**src/rtl/digit_bin_counter.sv**
```systemverilog
// rtl/digit_bin_counter.sv - one saturating histogram bin with synchronous clear
module digit_bin_counter #(
   parameter int COUNT_W = 16
) (
   input  logic               clk,
   input  logic               rst_n,
   input  logic               clr,
   input  logic               inc,
   output logic [COUNT_W-1:0] count
);

   always_ff @(posedge clk or negedge rst_n) begin
      if (!rst_n) begin
         count <= '0;
      end else if (clr) begin
         count <= '0;
      end else if (inc && (count != '1)) begin
         count <= count + COUNT_W'(1);
      end
   end

endmodule

```
**config.mk**
```make
export PLATFORM = sky130hd
export DESIGN_NAME = digit_bin_counter
export DESIGN_NICKNAME = d
export VERILOG_FILES = /design/src/rtl/digit_bin_counter.sv
export SDC_FILE = /design/constraint.sdc
export NUM_CORES = 1
export LEC_CHECK = 0
export BUFFER_PORTS_ARGS = -buffer_cell sky130_fd_sc_hd__clkbuf_2
export CORE_UTILIZATION = 25
export CTS_CLUSTER_SIZE = 25
export DETAILED_ROUTE_END_ITERATION = 12
export PLACE_DENSITY = 0.42
export SLEW_MARGIN = 25
export SYNTH_ARGS = -nofsm -noshare
export SYNTH_HDL_FRONTEND = slang
export SYNTH_SLANG_ARGS = --single-unit
```
**constraint.sdc**
```tcl
create_clock -name clk -period 3.67 [get_ports clk]
set_input_delay 0.734 -clock clk [delete_from_list [all_inputs] [get_ports clk]]
set_output_delay 0.734 -clock clk [all_outputs]
set_load 0.02 [all_outputs]
```
==> results of run 1 <==
## power by group through the flow
stage          combinational, mW  clock [mW]  sequential (mW)
2_1_floorplan            0.00994           0            0.185
3_3_place_gp              0.0213           0            0.183
3_5_place_dp              0.0216           0            0.183
4_1_cts                   0.0216       0.168            0.180
5_1_grt                   0.0235       0.173            0.180
6_report                  0.0210       0.162            0.180
## per-layer routing
| metal | share of wire | track usage |
|---|---|---|
| met3 | 0.041 | 0.0380 |
| met4 | 0.012 | 0.0455 |
| met1 | 0.48 | 0.163 |
| met2 | 0.46 | 0.201 |
| met5 | 0 | 0 |
## final cells by class
cell class              instances  area share
well taps                      46      0.0512
inverters                       3      0.0100
flip-flops and latches         16       0.356
repair buffers                 19      0.0846
multi-input cells              74       0.449
clock buffers                   4      0.0490
## critical path, cell delays in order, from the launching register on
cell and delay, ns:
dfrtp_1 0.42, ha_1 0.24, nand4_2 0.14, nor4_4 0.81, nor4_1 0.17, mux2_1 0.34
## synth_stat cells
| cell type | instances | area, sq um |
|---|---|---|
| o31ai_1 | 7 | 52.6 |
| buf_6 | 1 | 11.3 |
| o21ai_1 | 3 | 15.0 |
| mux2_1 | 4 | 45.0 |
| ha_1 | 1 | 12.5 |
| nand2_1 | 6 | 22.5 |
| or4_2 | 2 | 17.5 |
| nor2_1 | 4 | 15.0 |
| inv_1 | 3 | 11.3 |
| nand4_1 | 6 | 37.5 |
| clkbuf_1 | 4 | 15.0 |
| nor4_4 | 1 | 21.3 |
| and4_2 | 2 | 20.0 |
| nand3b_1 | 1 | 7.51 |
| nand4_2 | 1 | 12.5 |
| nor2b_1 | 4 | 25.0 |
| and3_1 | 2 | 12.5 |
| nor3_1 | 1 | 5.00 |
| o211ai_2 | 1 | 12.5 |
| or3_2 | 1 | 7.51 |
| or4_1 | 5 | 37.5 |
| dfrtp_1 | 16 | 400 |
| or3_1 | 2 | 12.5 |
| nor4_1 | 4 | 25.0 |
| a211oi_2 | 1 | 12.5 |
| a21oi_1 | 11 | 55.1 |
| nand3_1 | 3 | 15.0 |
| o21ai_0 | 1 | 5.00 |
## cells by family (layout without fill, tap and decap cells)
kind of cell,after synthesis,count (layout)
AOI/OAI and AO/OA,24,24
adders and majority gates,1,1
buffers and inverters,8,26
DFF,16,16
muxes,4,4
and+or+nand+nor,45,45
## metrics by stage
step	cell area (sq um)	setup slack (ns)	hold WS [ns]
after floorplan	942	1.79	0.438
final	1120	1.43	0.405
after CTS	1120	1.41	0.418
after detailed placement	1070	1.43	0.597
after global routing	1120	1.31	0.436
after global placement	1070	1.47	0.585
## worst max-delay path by stage
stage	startpoint	endpoint	depth (start not counted)
after CTS	count[0]	count[15]	5
after floorplan	count[0]	count[15]	5
final	count[0]	count[15]	5
after global placement	count[0]	count[15]	5
after detailed placement	count[0]	count[15]	5
after global routing	count[0]	count[15]	5
## layout by cell type, fill, tap and decap left out, types with 4 or more instances in the layout
cell      netlist  final
clkbuf_2        0     19
mux2_1          4      4
dfrtp_1        16     16
o31ai_1         7      7
nand4_1         6      6
a21oi_1        11     11
or4_1           5      5
clkbuf_8        0      4
nor2_1          4      4
nor4_1          4      4
nand2_1         6      6
nor2b_1         4      4
==> reports/metrics.yaml, run 1 <==
outcome: "finished, final reports clean"
grt_start_max_net_pins: 23
cts_tree: "built"
die_area_sq_um: 4020
ctsHtreeMaxLevel: 1
worstRegToRegCells: 5
fin_cells: 162
vias: 873
antenna_cells: 0
p_comb_frac: 0.058
slew_violations: 0
power.internal_uw: 278
fp.dieH_um: 63.4
tightest_slew_ns: 0.873
drv_cap: 0
netlist_instances: 98
drive_above_1_share: 0.276
worstSetupPathType: "register to register"
numCtsBuffers: 3
grt_first_pass_wirelength_um: 3910
hold_buffers: 0
p_total_uw: 363
viasPerCell: 5.39
ant_nets: 0
fin_setup_tns_ns: 0
synth_xor_area_frac: 0
die_w_um: 63.4
first_global_vias: 806
rsz0062_at_grt: "false"
crit_path_end_kind: "register"
cts_max_path_buffers: 2
synthesis.nets: 103
io_buffers: 19
synth_seq_cells: 16
startpoint_type: "register"
cts_resized: 0
fp-row-count: 21
pin_count: 20
timing.rr.start: "count[0]"
fin_nets: 122
yosysUniqueCellTypes: 28
top_regs: "count (16)"
synth_top_family_by_area: "simple AND/OR/NAND/NOR gates"
core-area_sq_um: 3470
globalplace.congestion: 0.736
setup_viol: 0
p_sw_frac: 0.234
min_period_over_period: 0.611
drc: 0
clock_sinks: 16
p_seq_frac: 0.496
register_area_sq_um: 400
root_buffer: "clkbuf_8"
worstPathRequired_ns: 3.81
clk_latency_ns: 0.25
syn_to_final_growth_pct: 19.3
clkPwrFrac: 0.447
top_register: "count"
seq_area_frac_synth: 0.425
hold_violations: 0
routed_wl_um: 2360
fin_crit_ns: 2.24
multi_input_area_sq_um: 504
initial_utilization: 0.272
dp.cells: 158
drt_iter0_drc: 52
antenna_found_initial: 0
gr-total-overflow: 0
p_switching_uw: 85.1
fill_cells: 396
fmax_mhz: 446
hp-class: "primary input to async pin"
avgSynthCellArea_sq_um: 9.61
synthMuxAreaShare: 0.0478
worst_clock_skew_ns: 0.00105
clk_pin_slew_worst_paths_ns: 0.07
largest_reg_flops: 16
grt.total_usage: 0.127
r2r-end: "count[15]"
path_max_fanout: 19
synth-compound-area-share: 0.162
drt-wirelength-per-cell_um: 14.6
syn_area_sq_um: 942
p_per_area_nw_per_um2: 323
yosys.area_share.simple: 0.312
irDropWorstVdd_mv: 0.237
critPathArrivalTime_ns: 2.38
firstDrtPassIters: 4
fin_util: 0.324
p_leak_nw: 0.487
postCtsSetupRepairBufs: 0
relSlewSlack: 0.414
yosysWarnings: 0
synth_fa_ha_area_frac: 0.0133
dp_hpwl_um: 1600
r2r_setup_slack_ns: 1.43
(Power assumes the default switching activity.)
==> run 2, diff against run 1 <==
- clock period: 3.67 -> 2.07 ns (I/O delays scaled with it)
==> run 2 against run 1 <==
Utilization up 0.43 points; worst setup slack worse by 1.3 ns; sequential share of layout area down 0.47 points; cell area up 1.3%; die area unchanged; clock power up 77%; power up 77%; worst hold slack worse by 0.32 ns; cell count up 1.2%.
==> reports/metrics.yaml, run 2 (synthesized netlist as in run 1, its figures left out) <==
top_register: "count"
slew_violations: 0
ctsHtreeMaxLevel: 1
worstPathRequired_ns: 2.20
vias: 858
antenna_found_initial: 0
setup_viol: 0
drt-wirelength-per-cell_um: 14.3
irDropWorstVdd_mv: 0.398
outcome: "finished, final reports clean"
largest_reg_flops: 16
dp_hpwl_um: 1650
crit_slowest_cell: "nor4_4"
drive_above_1_share: 0.288
grt.busiest_layer: "met2"
path_max_fanout: 9
startpoint_type: "register"
holdWs_ns: 0.0864
layout_commonest_cell: "clkbuf_2"
multi_input_area_sq_um: 504
rsz0062_at_grt: "false"
use_met2: 0.207
fp.dieH_um: 63.4
fin_nets: 124
fill_cells: 388
grt_use_met3: 0.0380
syn_to_final_growth_pct: 20.8
p_leak_nw: 0.497
die_w_um: 63.4
die_area_sq_um: 4020
hp-class: "primary input to async pin"
numCtsBuffers: 3
hold_violations: 0
fmax_mhz: 522
grt_start_max_net_pins: 23
crit_buf_inv: 0
min_period_over_period: 0.925
firstDrtPassIters: 4
worstSetupPathType: "register to register"
drv_cap: 0
antenna_cells: 0
worst_clock_skew_ns: 0.00157
p_total_uw: 644
clock_sinks: 16
top_regs: "count (16)"
p_per_area_nw_per_um2: 566
postCtsSetupRepairBufs: 0
drc: 0
root_buffer: "clkbuf_8"
clk_pin_slew_worst_paths_ns: 0.07
viasPerCell: 5.23
drt_iter0_drc: 28
critical-path-top-delay-family: "simple AND/OR/NAND/NOR gates"
cts_tree: "built"
met1_usage: 0.158
clk_latency_ns: 0.25
critPathArrivalTime_ns: 2.05
fin_crit_ns: 1.91
gr-total-overflow: 0
fp-row-count: 21
hold_buffers: 0
relSlewSlack: 0.611
pin_count: 20
first_global_vias: 805
crit_chain: "ha_1 > nand4_2 > nor4_4 > nor4_1 > mux2_1"
ant_nets: 0
tightest_slew_ns: 0.583
fin_setup_tns_ns: 0
grt_first_pass_wirelength_um: 4020
critPathMaxStageDelay_ns: 0.52
cts_resized: 0
cts_max_path_buffers: 2
io_buffers: 19
routed_wl_um: 2340
globalplace.congestion: 0.745
grt.total_usage: 0.125
register_area_sq_um: 400
crit_path_end_kind: "register"
layout_common_cells: "clkbuf_2, dfrtp_1, a21oi_1"
initial_utilization: 0.272
core-area_sq_um: 3470
## run 2: cell count changes in the layout (fill, tap and decap cells not counted), sizes merged
| cell | delta |
|---|---|
| buf | +2 |
## run 2: worst paths after layout
check                             to      start  slack [ns]  cells past startpoint
max                        count[15]   count[1]        0.16                      5
min                         count[5]      rst_n        0.09                      1
max reg2reg                count[15]   count[1]        0.16                      5
min reg2reg                count[10]  count[10]        0.60                      2
max in group asynchronous  count[11]      rst_n        1.69                      1
min in group clk            count[1]        inc        0.45                      3
## run 2: stage by stage
| step | worst slack (ns) | area [sq um] | cells | util |
|---|---|---|---|---|
| 2_1_floorplan | 0.187 | 942 | 98 | - |
| 3_3_place_gp | 0.242 | 1080 | 160 | 0.312 |
| 3_5_place_dp | 0.173 | 1080 | 160 | 0.312 |
| 4_1_cts | 0.151 | 1140 | 164 | 0.328 |
| 5_1_grt | 0.0572 | 1140 | 164 | 0.328 |
| 6_report | 0.155 | 1140 | 164 | 0.328 |
## run 2: layout make-up
cell class / count / area share
flip-flops and latches: 16 / 0.352
repair buffers: 21 / 0.0967
multi-input cells: 74 / 0.443
well taps: 46 / 0.0505
inverters: 3 / 0.00989
clock buffers: 4 / 0.0484
## run 2: routing by layer
layer,vias up,routed length [um],part of all wire
met2,16,1090,0.47
li1,420,-,-
met4,0,8,0.0034
met1,420,1150,0.49
met3,2,90,0.038
met5,-,0,0
## run 2: power by group
part / switching, mW / leakage (nW) / internal, mW
clock network: 0.117 / 0.0288 / 0.169
logic: 0.0291 / 0.246 / 0.0106
registers: 0.00303 / 0.222 / 0.315
==> run 3, diff against run 2 <==
- ABC_AREA: default -> 1
- PLACE_DENSITY: 0.42 -> 0.41
- SLEW_MARGIN: 25 -> 20
==> run 3 against run 2 <==
Non-clock buffer count did not move; clock-buffer cell count stayed put; synthesized cell count grew 47%; cell count grew 32%; clock skew up 0.0051 ns; sequential cell count unchanged; synthesized area is 10% higher; critical path depth grew 3; first-iteration DRC count is 96% higher; cell area rose by 8.8%; critical endpoint is now count[10]; highest routed layer unchanged.
==> reports/metrics.yaml, run 3 <==
outcome: "finished, final reports clean"
numCtsBuffers: 3
p_leak_nw: 0.630
viasPerCell: 4.53
syn_to_final_growth_pct: 19.4
drt_iter0_drc: 55
crit_path_end_kind: "register"
p_switching_uw: 165
die_area_sq_um: 4410
drt-wirelength-per-cell_um: 12.2
startpoint_type: "register"
p_sw_frac: 0.249
p_total_uw: 662
firstDrtPassIters: 4
globalplace.congestion: 0.742
synthesis.nets: 149
ant_nets: 0
rsz0062_at_grt: "false"
fin_crit_ns: 1.71
vias: 978
grt_first_pass_wirelength_um: 4550
clk_pin_slew_worst_paths_ns: 0.07
setup_viol: 0
synth_commonest_cells: "nand2_1, dfrtp_1, nor2_1"
largest_reg_flops: 16
drive_above_1_share: 0.217
die_w_um: 66.4
first_global_vias: 932
ctsHtreeMaxLevel: 1
critPathArrivalTime_ns: 1.91
dp_hpwl_um: 1930
io_buffers: 19
antenna_found_initial: 0
core-area_sq_um: 4000
clock_sinks: 16
initial_utilization: 0.259
hold_violations: 0
cts_max_path_buffers: 2
fmax_mhz: 584
met1_length_um: 1300
synth.most_common_cell: "nand2_1"
slew_violations: 0
root_buffer: "clkbuf_8"
fin_cells: 216
clk_latency_ns: 0.26
worstPathRequired_ns: 2.27
p_comb_frac: 0.073
tightest_slew_ns: 0.539
gr-total-overflow: 0
r2r_setup_slack_ns: 0.36
syn_area_sq_um: 1040
worstSetupPathType: "register to register"
layout_commonest_cell: "nand2_1"
drc: 0
wl_met2_um: 1190
top_regs: "count (16)"
yosysWarnings: 0
cts_tree: "built"
min_period_over_period: 0.827
top_register: "count"
netlist_instances: 144
fp.dieH_um: 66.4
pin_count: 20
synth_seq_cells: 16
hp-class: "primary input to async pin"
power.internal_uw: 498
wl_met3_um: 115
fin_nets: 172
p_per_area_nw_per_um2: 535
dpl-instance-area_sq_um: 1180
grt.total_usage: 0.141
fp-row-count: 23
layout_common_cells: "nand2_1, clkbuf_2, dfrtp_1"
crit_chain: "ha_1 > nand2_2 > nor2_4 > nand2_4 > nor2_1 > nor2_2 > nand4_1 > nand2_1"
relSlewSlack: 0.641
worst_clock_skew_ns: 0.00665
yosysUniqueCellTypes: 23
hold_buffers: 0
grt_start_max_net_pins: 17
synth_top_cell_by_area: "dfrtp_1"
dp.cells: 212
stdcell_area_sq_um: 1240
antenna_cells: 0
synthArstFlopShare: 1.00
crit_slowest_cell: "dfrtp_1"
synth_top_cells_by_area: "dfrtp_1, nand2_1, nand3_1, nand4_1, nor2_1"
critPathMaxStageDelay_ns: 0.42
top_layer_used: "met4"
seq_area_frac_synth: 0.386
synth-main-ff-cell: "dfrtp_1"
synth-edff-count: 0
p_seq_frac: 0.482
fin_setup_tns_ns: 0
path_max_fanout: 13
avgSynthCellArea_sq_um: 7.20
yosys.area.top_type_share: 0.386
drv_cap: 0
irDropWorstVdd_mv: 0.237
fin_util: 0.310
clkPwrFrac: 0.445
routed_wl_um: 2630
-- run 3: changes by cell type in the layout (fill, tap and decap cells not counted), sizes merged, moves of 3 or more --
cell | before | now
a21oi | 11 | 1
inv | 3 | 13
mux2 | 4 | 0
nand2 | 6 | 59
nand3 | 3 | 12
nor2 | 4 | 16
nor2b | 4 | 0
nor4 | 5 | 0
o31ai | 7 | 0
or3 | 3 | 0
or4 | 7 | 0
xor2 | 0 | 3
-- run 3: timing repair --
action / 4_1_cts / 5_1_grt
endpoints found under the setup margin: 0 / 13
setup buffers: 0 / 0
gates resized for setup: 0 / 1
-- run 3: cell families after synthesis --
| family | Yosys count | synth area share |
|---|---|---|
| AOI/OAI and AO/OA | 8 | 0.0543 |
| DFF | 16 | 0.386 |
| xor gates and xnor gates | 5 | 0.0422 |
| buffers and inverters | 16 | 0.0772 |
| and+or+nand+nor | 98 | 0.428 |
| adders and majority gates | 1 | 0.0121 |
-- run 3: worst max-delay path: cells and delay by family, from the launching register on --
family / cells / cell delay (ns)
and+or+nand+nor: 7 / 1.01
DFF: 1 / 0.42
adders and majority gates: 1 / 0.21
-- run 3: per-layer routing --
metal  track usage  vias up
met5             0        -
met4        0.0399        0
met3        0.0414        2
met2         0.222       21
met1         0.186      446
li1              -      509
-- run 3: cell type report --
cell class / instances / area, sq um
clock buffers: 4 / 55.1
repair buffers: 21 / 110
flip-flops and latches: 16 / 400
multi-input cells: 112 / 559
inverters: 13 / 51.3
well taps: 50 / 62.6
fillers: 446 / 2760
-- run 3: worst paths after layout --
check | startpoint | endpoint | cells past startpoint
max in group asynchronous | rst_n | count[15] | 1
min in group clk | clr | count[4] | 4
min reg2reg | count[14] | count[14] | 2
min | rst_n | count[4] | 1
max reg2reg | count[1] | count[10] | 8
max | count[1] | count[10] | 8
-- run 3: through the flow --
step,setup slack (ns),hold slack (ns)
floorplan,0.455,0.118
global placement,0.134,0.381
detailed placement,0.139,0.388
CTS,0.110,0.104
global route,0.160,0.110
finish,0.359,0.0832
-- run 3: power by group through the flow --
stage	Sequential (mW)	Combinational [mW]	Clock, mW
final	0.320	0.0484	0.294
after detailed placement	0.326	0.0497	0
after global placement	0.326	0.0497	0
after global routing	0.321	0.0545	0.322
after floorplan	0.330	0.0269	0
after CTS	0.320	0.0498	0.306
